$ cat src/rtl/eeprom_axi_sequencer.sv
// rtl/eeprom_axi_sequencer.sv - AXI-Lite master sequencing single-byte SPI EEPROM reads and writes
// Configures the SPI peripheral once, then drives TX pushes, status polls and RX pops per request.
module eeprom_axi_sequencer #(
  parameter logic [31:0] BASE_ADDR    = 32'hFFFF0000,
  parameter logic [31:0] CMD_REG_VAL  = 32'h30000000,
  parameter int          STS_BUSY_BIT = 0,
  parameter int          STS_RXNE_BIT = 1,
  parameter logic [15:0] POLL_MAX     = 16'hFFFF
) (
  input  logic        ACLK,
  input  logic        RST,
  input  logic        REQ_VALID,
  output logic        REQ_READY,
  input  logic        REQ_WRITE,
  input  logic [15:0] REQ_ADDR,
  input  logic [7:0]  REQ_WDATA,
  output logic        RSP_VALID,
  output logic [7:0]  RSP_RDATA,
  output logic        RSP_ERR,
  output logic        AWVALID,
  input  logic        AWREADY,
  output logic [31:0] AWADDR,
  output logic        WVALID,
  input  logic        WREADY,
  output logic [31:0] WDATA,
  output logic        ARVALID,
  input  logic        ARREADY,
  output logic [31:0] ARADDR,
  input  logic        RVALID,
  output logic        RREADY,
  input  logic [31:0] RDATA
);

  localparam logic [31:0] RX_ADDR  = BASE_ADDR + 32'h0;
  localparam logic [31:0] STS_ADDR = BASE_ADDR + 32'h4;
  localparam logic [31:0] CMD_ADDR = BASE_ADDR + 32'h8;
  localparam logic [31:0] TX_ADDR  = BASE_ADDR + 32'hC;

  typedef enum logic [2:0] {
    S_CFG, S_IDLE, S_PUSH, S_DONE_WAIT, S_RX_WAIT, S_RX_POP, S_FINISH
  } state_t;
  typedef enum logic [1:0] {PH_WREN, PH_WR, PH_POLL, PH_RD} phase_t;
  typedef enum logic [1:0] {B_IDLE, B_WR, B_AR, B_R} bus_t;

  state_t      state;
  phase_t      phase;
  bus_t        bus_st;
  logic [2:0]  idx;
  logic [1:0]  pop_cnt;
  logic [15:0] poll_cnt;
  logic [15:0] req_addr_q;
  logic [7:0]  req_wdata_q;
  logic        aw_done;
  logic        w_done;

  logic [8:0]  tx_word;
  logic [2:0]  last_idx;
  logic        launch_wr;
  logic        launch_rd;
  logic [31:0] launch_addr;
  logic [31:0] launch_data;
  logic        wr_fin;
  logic        rd_fin;
  logic [16:0] poll_next;
  logic        unused_rdata;

  assign unused_rdata = ^RDATA[31:8];
  assign poll_next    = {1'b0, poll_cnt} + 17'd1;
  assign wr_fin = (bus_st == B_WR) && (aw_done || (AWVALID && AWREADY))
                                   && (w_done  || (WVALID  && WREADY));
  assign rd_fin = (bus_st == B_R) && RVALID;

  // Word idx of the current frame; bit8 marks the control word carrying the data-byte count.
  always_comb begin
    tx_word  = 9'h000;
    last_idx = 3'd4;
    case (phase)
      PH_WREN: begin
        last_idx = 3'd1;
        tx_word  = (idx == 3'd0) ? 9'h101 : 9'h006;
      end
      PH_WR: begin
        case (idx)
          3'd0:    tx_word = 9'h104;
          3'd1:    tx_word = 9'h002;
          3'd2:    tx_word = {1'b0, req_addr_q[15:8]};
          3'd3:    tx_word = {1'b0, req_addr_q[7:0]};
          default: tx_word = {1'b0, req_wdata_q};
        endcase
      end
      PH_POLL: begin
        last_idx = 3'd2;
        case (idx)
          3'd0:    tx_word = 9'h102;
          3'd1:    tx_word = 9'h005;
          default: tx_word = 9'h000;
        endcase
      end
      default: begin
        case (idx)
          3'd0:    tx_word = 9'h104;
          3'd1:    tx_word = 9'h003;
          3'd2:    tx_word = {1'b0, req_addr_q[15:8]};
          3'd3:    tx_word = {1'b0, req_addr_q[7:0]};
          default: tx_word = 9'h000;
        endcase
      end
    endcase
  end

  always_comb begin
    launch_wr   = 1'b0;
    launch_rd   = 1'b0;
    launch_addr = BASE_ADDR;
    launch_data = 32'd0;
    case (state)
      S_CFG:       begin launch_wr = 1'b1; launch_addr = CMD_ADDR; launch_data = CMD_REG_VAL; end
      S_PUSH:      begin launch_wr = 1'b1; launch_addr = TX_ADDR;  launch_data = {23'd0, tx_word}; end
      S_DONE_WAIT: begin launch_rd = 1'b1; launch_addr = STS_ADDR; end
      S_RX_WAIT:   begin launch_rd = 1'b1; launch_addr = STS_ADDR; end
      S_RX_POP:    begin launch_rd = 1'b1; launch_addr = RX_ADDR; end
      default:     ;
    endcase
  end

  always_ff @(posedge ACLK) begin
    if (RST) begin
      state       <= S_CFG;
      phase       <= PH_WREN;
      bus_st      <= B_IDLE;
      idx         <= 3'd0;
      pop_cnt     <= 2'd0;
      poll_cnt    <= 16'd0;
      req_addr_q  <= 16'd0;
      req_wdata_q <= 8'd0;
      aw_done     <= 1'b0;
      w_done      <= 1'b0;
      REQ_READY   <= 1'b0;
      RSP_VALID   <= 1'b0;
      RSP_RDATA   <= 8'd0;
      RSP_ERR     <= 1'b0;
      AWVALID     <= 1'b0;
      AWADDR      <= 32'd0;
      WVALID      <= 1'b0;
      WDATA       <= 32'd0;
      ARVALID     <= 1'b0;
      ARADDR      <= 32'd0;
      RREADY      <= 1'b0;
    end else begin
      RSP_VALID <= 1'b0;

      // Bus sub-FSM: one transaction at a time, AW and W retire independently.
      case (bus_st)
        B_IDLE: begin
          if (launch_wr) begin
            AWVALID <= 1'b1;
            WVALID  <= 1'b1;
            AWADDR  <= launch_addr;
            WDATA   <= launch_data;
            bus_st  <= B_WR;
          end else if (launch_rd) begin
            ARVALID <= 1'b1;
            ARADDR  <= launch_addr;
            bus_st  <= B_AR;
          end
        end
        B_WR: begin
          if (AWVALID && AWREADY) begin AWVALID <= 1'b0; aw_done <= 1'b1; end
          if (WVALID && WREADY)   begin WVALID  <= 1'b0; w_done  <= 1'b1; end
          if (wr_fin) begin
            aw_done <= 1'b0;
            w_done  <= 1'b0;
            bus_st  <= B_IDLE;
          end
        end
        B_AR: if (ARREADY) begin ARVALID <= 1'b0; RREADY <= 1'b1; bus_st <= B_R; end
        default: if (RVALID) begin RREADY <= 1'b0; bus_st <= B_IDLE; end
      endcase

      case (state)
        S_CFG: if (wr_fin) begin state <= S_IDLE; REQ_READY <= 1'b1; end
        S_IDLE: if (REQ_VALID) begin
          req_addr_q  <= REQ_ADDR;
          req_wdata_q <= REQ_WDATA;
          REQ_READY   <= 1'b0;
          phase       <= REQ_WRITE ? PH_WREN : PH_RD;
          idx         <= 3'd0;
          poll_cnt    <= 16'd0;
          state       <= S_PUSH;
        end
        S_PUSH: if (wr_fin) begin
          if (idx == last_idx) begin idx <= 3'd0; state <= S_DONE_WAIT; end
          else idx <= idx + 3'd1;
        end
        S_DONE_WAIT: if (rd_fin && !RDATA[STS_BUSY_BIT]) begin
          pop_cnt <= 2'd0;
          case (phase)
            PH_WREN: begin phase <= PH_WR;   state <= S_PUSH; end
            PH_WR:   begin phase <= PH_POLL; state <= S_PUSH; end
            default: state <= S_RX_WAIT;
          endcase
        end
        S_RX_WAIT: if (rd_fin && RDATA[STS_RXNE_BIT]) state <= S_RX_POP;
        S_RX_POP: if (rd_fin) begin
          pop_cnt <= pop_cnt + 2'd1;
          if (phase == PH_RD && pop_cnt == 2'd3) begin
            RSP_VALID <= 1'b1; RSP_ERR <= 1'b0; RSP_RDATA <= RDATA[7:0]; state <= S_FINISH;
          end else if (phase == PH_POLL && pop_cnt == 2'd1) begin
            // Second RDSR byte is the status register; bit0 is write-in-progress.
            if (!RDATA[0]) begin
              RSP_VALID <= 1'b1; RSP_ERR <= 1'b0; RSP_RDATA <= 8'd0; state <= S_FINISH;
            end else if (poll_next >= {1'b0, POLL_MAX}) begin
              RSP_VALID <= 1'b1; RSP_ERR <= 1'b1; RSP_RDATA <= 8'd0; state <= S_FINISH;
            end else begin
              poll_cnt <= poll_next[15:0];
              state    <= S_PUSH;
            end
          end else begin
            state <= S_RX_WAIT;
          end
        end
        S_FINISH: begin state <= S_IDLE; REQ_READY <= 1'b1; end
        default:  state <= S_CFG;
      endcase
    end
  end

endmodule

$ cat config.mk
export PLATFORM = sky130hd
export DESIGN_NAME = eeprom_axi_sequencer
export DESIGN_NICKNAME = d
export VERILOG_FILES = /design/src/rtl/eeprom_axi_sequencer.sv
export SDC_FILE = /design/constraint.sdc
export NUM_CORES = 1
export LEC_CHECK = 0
export CAP_MARGIN = 20
export CORE_MARGIN = 2
export CORE_UTILIZATION = 45
export CTS_CLUSTER_SIZE = 20
export DETAILED_ROUTE_END_ITERATION = 10
export PLACE_DENSITY = 0.9
export SETUP_SLACK_MARGIN = 0.4
export SLEW_MARGIN = 20
export SYNTH_ARGS = -nofsm -noshare
export SYNTH_HDL_FRONTEND = slang
export SYNTH_SLANG_ARGS = --single-unit
$ cat constraint.sdc
create_clock -name ACLK -period 2.95 [get_ports ACLK]
set_input_delay 0.4425 -clock ACLK [delete_from_list [all_inputs] [get_ports ACLK]]
set_output_delay 0.4425 -clock ACLK [all_outputs]
set_load 0.05 [all_outputs]
==> flow_results.xml <==
<?xml version="1.0" encoding="UTF-8"?>
<metrics>
  <group name="sta">
    <metric name="postLayoutSetupSlackWorst" unit="ns">0.4859</metric>
    <metric name="min_period_over_period" unit="%">83.53</metric>
    <metric name="layout_skew" unit="ns">0.009578</metric>
    <metric name="finalSetupTns" unit="ns">0</metric>
    <metric name="timing.slew.headroom" unit="%">60.33</metric>
    <metric name="fmaxAchievable" unit="MHz">405.8</metric>
    <metric name="grt_setup_unrepaired" unit="">true</metric>
    <metric name="finalCriticalPeriod" unit="ns">2.464</metric>
    <metric name="setup_viol_count_final" unit="">0</metric>
    <metric name="finalHoldViolations" unit="">0</metric>
    <metric name="timing_worst_slew_pin_value" unit="ns">0.5923</metric>
    <metric name="report.final.slew_viol_count" unit="">0</metric>
  </group>
  <group name="worst_setup_path">
    <metric name="cp-start-kind" unit="">flip-flop</metric>
    <metric name="critical_path.cell_chain" unit="">inv_2 &gt; ha_4 &gt; o21ba_4 &gt; or4_4 &gt; a2111oi_4 &gt; a31oi_4 &gt; buf_6 &gt; nand3_4 &gt; a21oi_4 &gt; a22o_1</metric>
    <metric name="timing.critical_path.required" unit="ns">3.20</metric>
    <metric name="worst-setup-path-type" unit="">flip-flop to flip-flop</metric>
    <metric name="max_fo_critical_path" unit="">8</metric>
    <metric name="endpoint_class_of_the_critical_path" unit="">flip-flop</metric>
    <metric name="cp_data_arrival_time" unit="ns">2.71</metric>
    <metric name="critical_path.n_buffers_inverters" unit="">2</metric>
    <metric name="critical-path-max-stage-delay" unit="ns">0.50</metric>
    <metric name="critical-path-slowest-cell" unit="">sky130_fd_sc_hd__or4_4</metric>
    <metric name="worst_path_dominant_cell_family" unit="">compound AO/OA/AOI/OAI gates</metric>
  </group>
  <group name="final_layout">
    <metric name="finish.utilization" unit="%">56.92</metric>
    <metric name="antenna_cells" unit="">0</metric>
    <metric name="layout.nets" unit="">745</metric>
    <metric name="final_cell_area" unit="mm²">0.005823</metric>
    <metric name="layout.cells.non_filler" unit="">813</metric>
    <metric name="drive_above_1_share" unit="%">8.715</metric>
    <metric name="area.growth.synth_to_final" unit="%">23.58</metric>
    <metric name="fillers" unit="">898</metric>
  </group>
  <group name="floorplanning">
    <metric name="die_w" unit="µm">106.3</metric>
    <metric name="core_area" unit="mm²">0.01023</metric>
    <metric name="design.portCount" unit="">175</metric>
    <metric name="initial_core_util" unit="%">46.06</metric>
    <metric name="die-area" unit="mm²">0.01131</metric>
    <metric name="die_height" unit="µm">106.3</metric>
    <metric name="row_count" unit="">37</metric>
  </group>
  <group name="place">
    <metric name="pre_cts_setup_slack" unit="ns">0.2017</metric>
    <metric name="post_dp_cell_area" unit="mm²">0.005441</metric>
    <metric name="routabilityCongestion" unit="">0.8822</metric>
    <metric name="io_buffer_count" unit="">101</metric>
    <metric name="placed_cells_incl_taps" unit="">790</metric>
    <metric name="hpwlAfterDp" unit="mm">7.567</metric>
  </group>
  <group name="logic_synthesis">
    <metric name="synth-edff-count" unit="">0</metric>
    <metric name="synth_ff_type" unit="">sky130_fd_sc_hd__dfxtp_1</metric>
    <metric name="synth-seq-area-share" unit="%">36.11</metric>
    <metric name="top_cells_by_area_in_the_synthesized_netlist" unit="">sky130_fd_sc_hd__dfxtp_1 (36%), sky130_fd_sc_hd__buf_4 (13%), sky130_fd_sc_hd__a21oi_1 (7.1%), sky130_fd_sc_hd__nand2_1 (6.7%), sky130_fd_sc_hd__nor2_1 (4.1%)</metric>
    <metric name="yosys_synthesis_warning_count" unit="">0</metric>
    <metric name="synthArstFlopShare" unit="%">0</metric>
    <metric name="count_of_distinct_cell_types_in_the_synthesized_netlist" unit="">57</metric>
    <metric name="postSynthRegisterBits" unit="">85</metric>
    <metric name="yosys.area.top_type_share" unit="%">36.11</metric>
    <metric name="synthesis.instances" unit="">604</metric>
    <metric name="mappedNetlistArea" unit="mm²">0.004712</metric>
    <metric name="post_synth.cell_area_avg" unit="µm²">7.801</metric>
    <metric name="synth.largest_area_cell" unit="">sky130_fd_sc_hd__dfxtp_1</metric>
  </group>
  <group name="route">
    <metric name="ant_nets" unit="">0</metric>
    <metric name="totalWireLength" unit="mm">10.99</metric>
    <metric name="vias_per_cell" unit="">5.204</metric>
    <metric name="drc_errors" unit="">0</metric>
    <metric name="routed-via-count" unit="">4231</metric>
    <metric name="dr.pass1.iters" unit="">6</metric>
    <metric name="drt-initial-drc-count" unit="">377</metric>
    <metric name="detail_route.wl_per_cell" unit="µm">13.51</metric>
  </group>
  <group name="clock_network">
    <metric name="cts_tree" unit="">yes</metric>
    <metric name="clock_latency_at_the_later_pin_of_the_worst_skew_pair" unit="ns">0.36</metric>
    <metric name="clk_path_buf_depth" unit="">2</metric>
    <metric name="clk_tree_root_cell" unit="">sky130_fd_sc_hd__clkbuf_8</metric>
    <metric name="worst_setup_hold_path_clk_slew" unit="ns">0.08</metric>
    <metric name="cts-buffers-inserted" unit="">9</metric>
    <metric name="cts_sinks" unit="">85</metric>
    <metric name="htreeDepth" unit="">3</metric>
  </group>
  <group name="power">
    <metric name="worst_ir_drop_vdd" unit="V">0.0002242</metric>
    <metric name="p_leak" unit="nW">2.110</metric>
    <metric name="power.density" unit="mW/mm²">444.9</metric>
  </group>
  <group name="global_route">
    <metric name="grt_max_degree" unit="">48</metric>
    <metric name="track_usage" unit="%">18.71</metric>
    <metric name="grt_first_pass_wirelength" unit="mm">17.42</metric>
    <metric name="grt.overflow.total" unit="">0</metric>
    <metric name="antenna_violations_before_repair" unit="">0</metric>
    <metric name="grt_pass1_vias" unit="">3656</metric>
  </group>
  <group name="flow_run">
    <metric name="max-cap-violations" unit="">0</metric>
  </group>
  <group name="min_path">
    <metric name="hold_class" unit="">primary input to flip-flop</metric>
  </group>
  <group name="run_status">
    <metric name="status" unit="">finished clean</metric>
  </group>
</metrics>
## worst paths after layout
kind / start / to / slack, ns / cells after the start
worst min register to register: req_addr_q[8] / req_addr_q[8] / 0.46 / 2
worst max register to register: poll_cnt[0] / RSP_RDATA[5] / 0.49 / 10
worst max-delay path: poll_cnt[0] / RSP_RDATA[5] / 0.49 / 10
worst min-delay path: RST / poll_cnt[1] / 0.41 / 2
## stage by stage
step	power [mW]	hold WS, ns
floorplan	1.629	0.4276
global placement	1.685	0.4327
detailed placement	1.690	0.4436
CTS	2.607	0.4038
global route	2.679	0.4225
finish	2.591	0.4108
## area by class of cell
type                            count  area (µm²)  share of cell area (%)
Clock buffer                       10       127.6                   2.192
Clock inverter                      6       95.09                   1.633
Inverter                           12       45.04                  0.7735
Multi-Input combinational cell    445        2521                   43.30
Sequential cell                    85        1707                   29.31
Tap cell                          136       170.2                   2.922
Timing Repair Buffer              119        1157                   19.88
## timing repair
action / in CTS / in global routing
pin swaps: 3 / 9
resized for setup: 4 / 16
endpoints found under the setup margin: 24 / 25
buffers inserted: 3 / 4
hold buffers: 0 / 0
## layer usage
metal | part of all wire [%] | GRT usage (%)
met5 | 0 | 0
met3 | 6.2 | 3.801
met4 | 1.9 | 7.049
met1 | 45 | 25.00
met2 | 47 | 29.72
## synthesized netlist by cell type (all sizes together) (2+ instances only)
cell type	instances
nand2	86
dfxtp	85
buf	84
a21oi	70
nor2	52
o21ai	28
clkbuf	26
nor2b	24
nor3	17
nand3	16
inv	12
a22o	9
ha	9
a31oi	7
o31ai	7
and3	6
a222oi	5
mux2i	5
nand4	5
nor3b	5
or3	5
a221o	3
a22oi	3
o22ai	3
a2111oi	2
a211oi	2
a221oi	2
and3b	2
nand3b	2
o21a	2
o21bai	2
or4	2
xnor2	2
## where the power goes
group | switching [mW] | internal, mW
logic | 0.343 | 0.130
registers | 0.0266 | 1.17
clock network | 0.438 | 0.486
total | 0.808 | 1.78
## cell families (layout without fill, tap and decap cells)
logic type | Yosys count | count (layout) | synth area share [%]
and+or+nand+nor | 228 | 228 | 22.92
AOI/OAI and AO/OA | 150 | 150 | 20.34
xor gates and xnor gates | 3 | 3 | 0.5577
muxes | 6 | 6 | 1.301
adders and majority gates | 9 | 9 | 2.390
other | 1 | 49 | 0.07958
DFF | 85 | 85 | 36.11
buffers and inverters | 122 | 147 | 16.30
## layout by cell type, fill, tap and decap left out, types with 6 or more instances in the layout
cell type	synthesis	final
sky130_fd_sc_hd__a22o_1	9	9
sky130_fd_sc_hd__ha_1	9	7
sky130_fd_sc_hd__conb_1	1	49
sky130_fd_sc_hd__nor3_1	17	16
sky130_fd_sc_hd__buf_4	80	16
sky130_fd_sc_hd__a31oi_1	6	6
sky130_fd_sc_hd__dfxtp_1	85	83
sky130_fd_sc_hd__clkdlybuf4s50_1	0	100
sky130_fd_sc_hd__nand3_1	16	13
sky130_fd_sc_hd__o31ai_1	7	7
sky130_fd_sc_hd__a21oi_1	67	66
sky130_fd_sc_hd__nand2_1	84	83
sky130_fd_sc_hd__o21ai_0	27	27
sky130_fd_sc_hd__nor2b_1	24	24
sky130_fd_sc_hd__and3_1	6	6
sky130_fd_sc_hd__clkbuf_8	0	9
sky130_fd_sc_hd__inv_1	12	11
sky130_fd_sc_hd__nor2_1	52	52
## sequential cells by signal, indices dropped and copies added, names as in the netlist
register     flops
RSP_ERR          1
poll_cnt        16
WDATA           10
aw_done          1
req_wdata_q      8
req_addr_q      16
AWADDR           3
w_done           1
AWVALID          1
ARADDR           3
pop_cnt          2
bus_st           2
ARVALID          1
REQ_READY        1
phase            2
RREADY           1
RSP_VALID        1
WVALID           1
idx              3
state            3
RSP_RDATA        8
(Power assumes the default switching activity.)
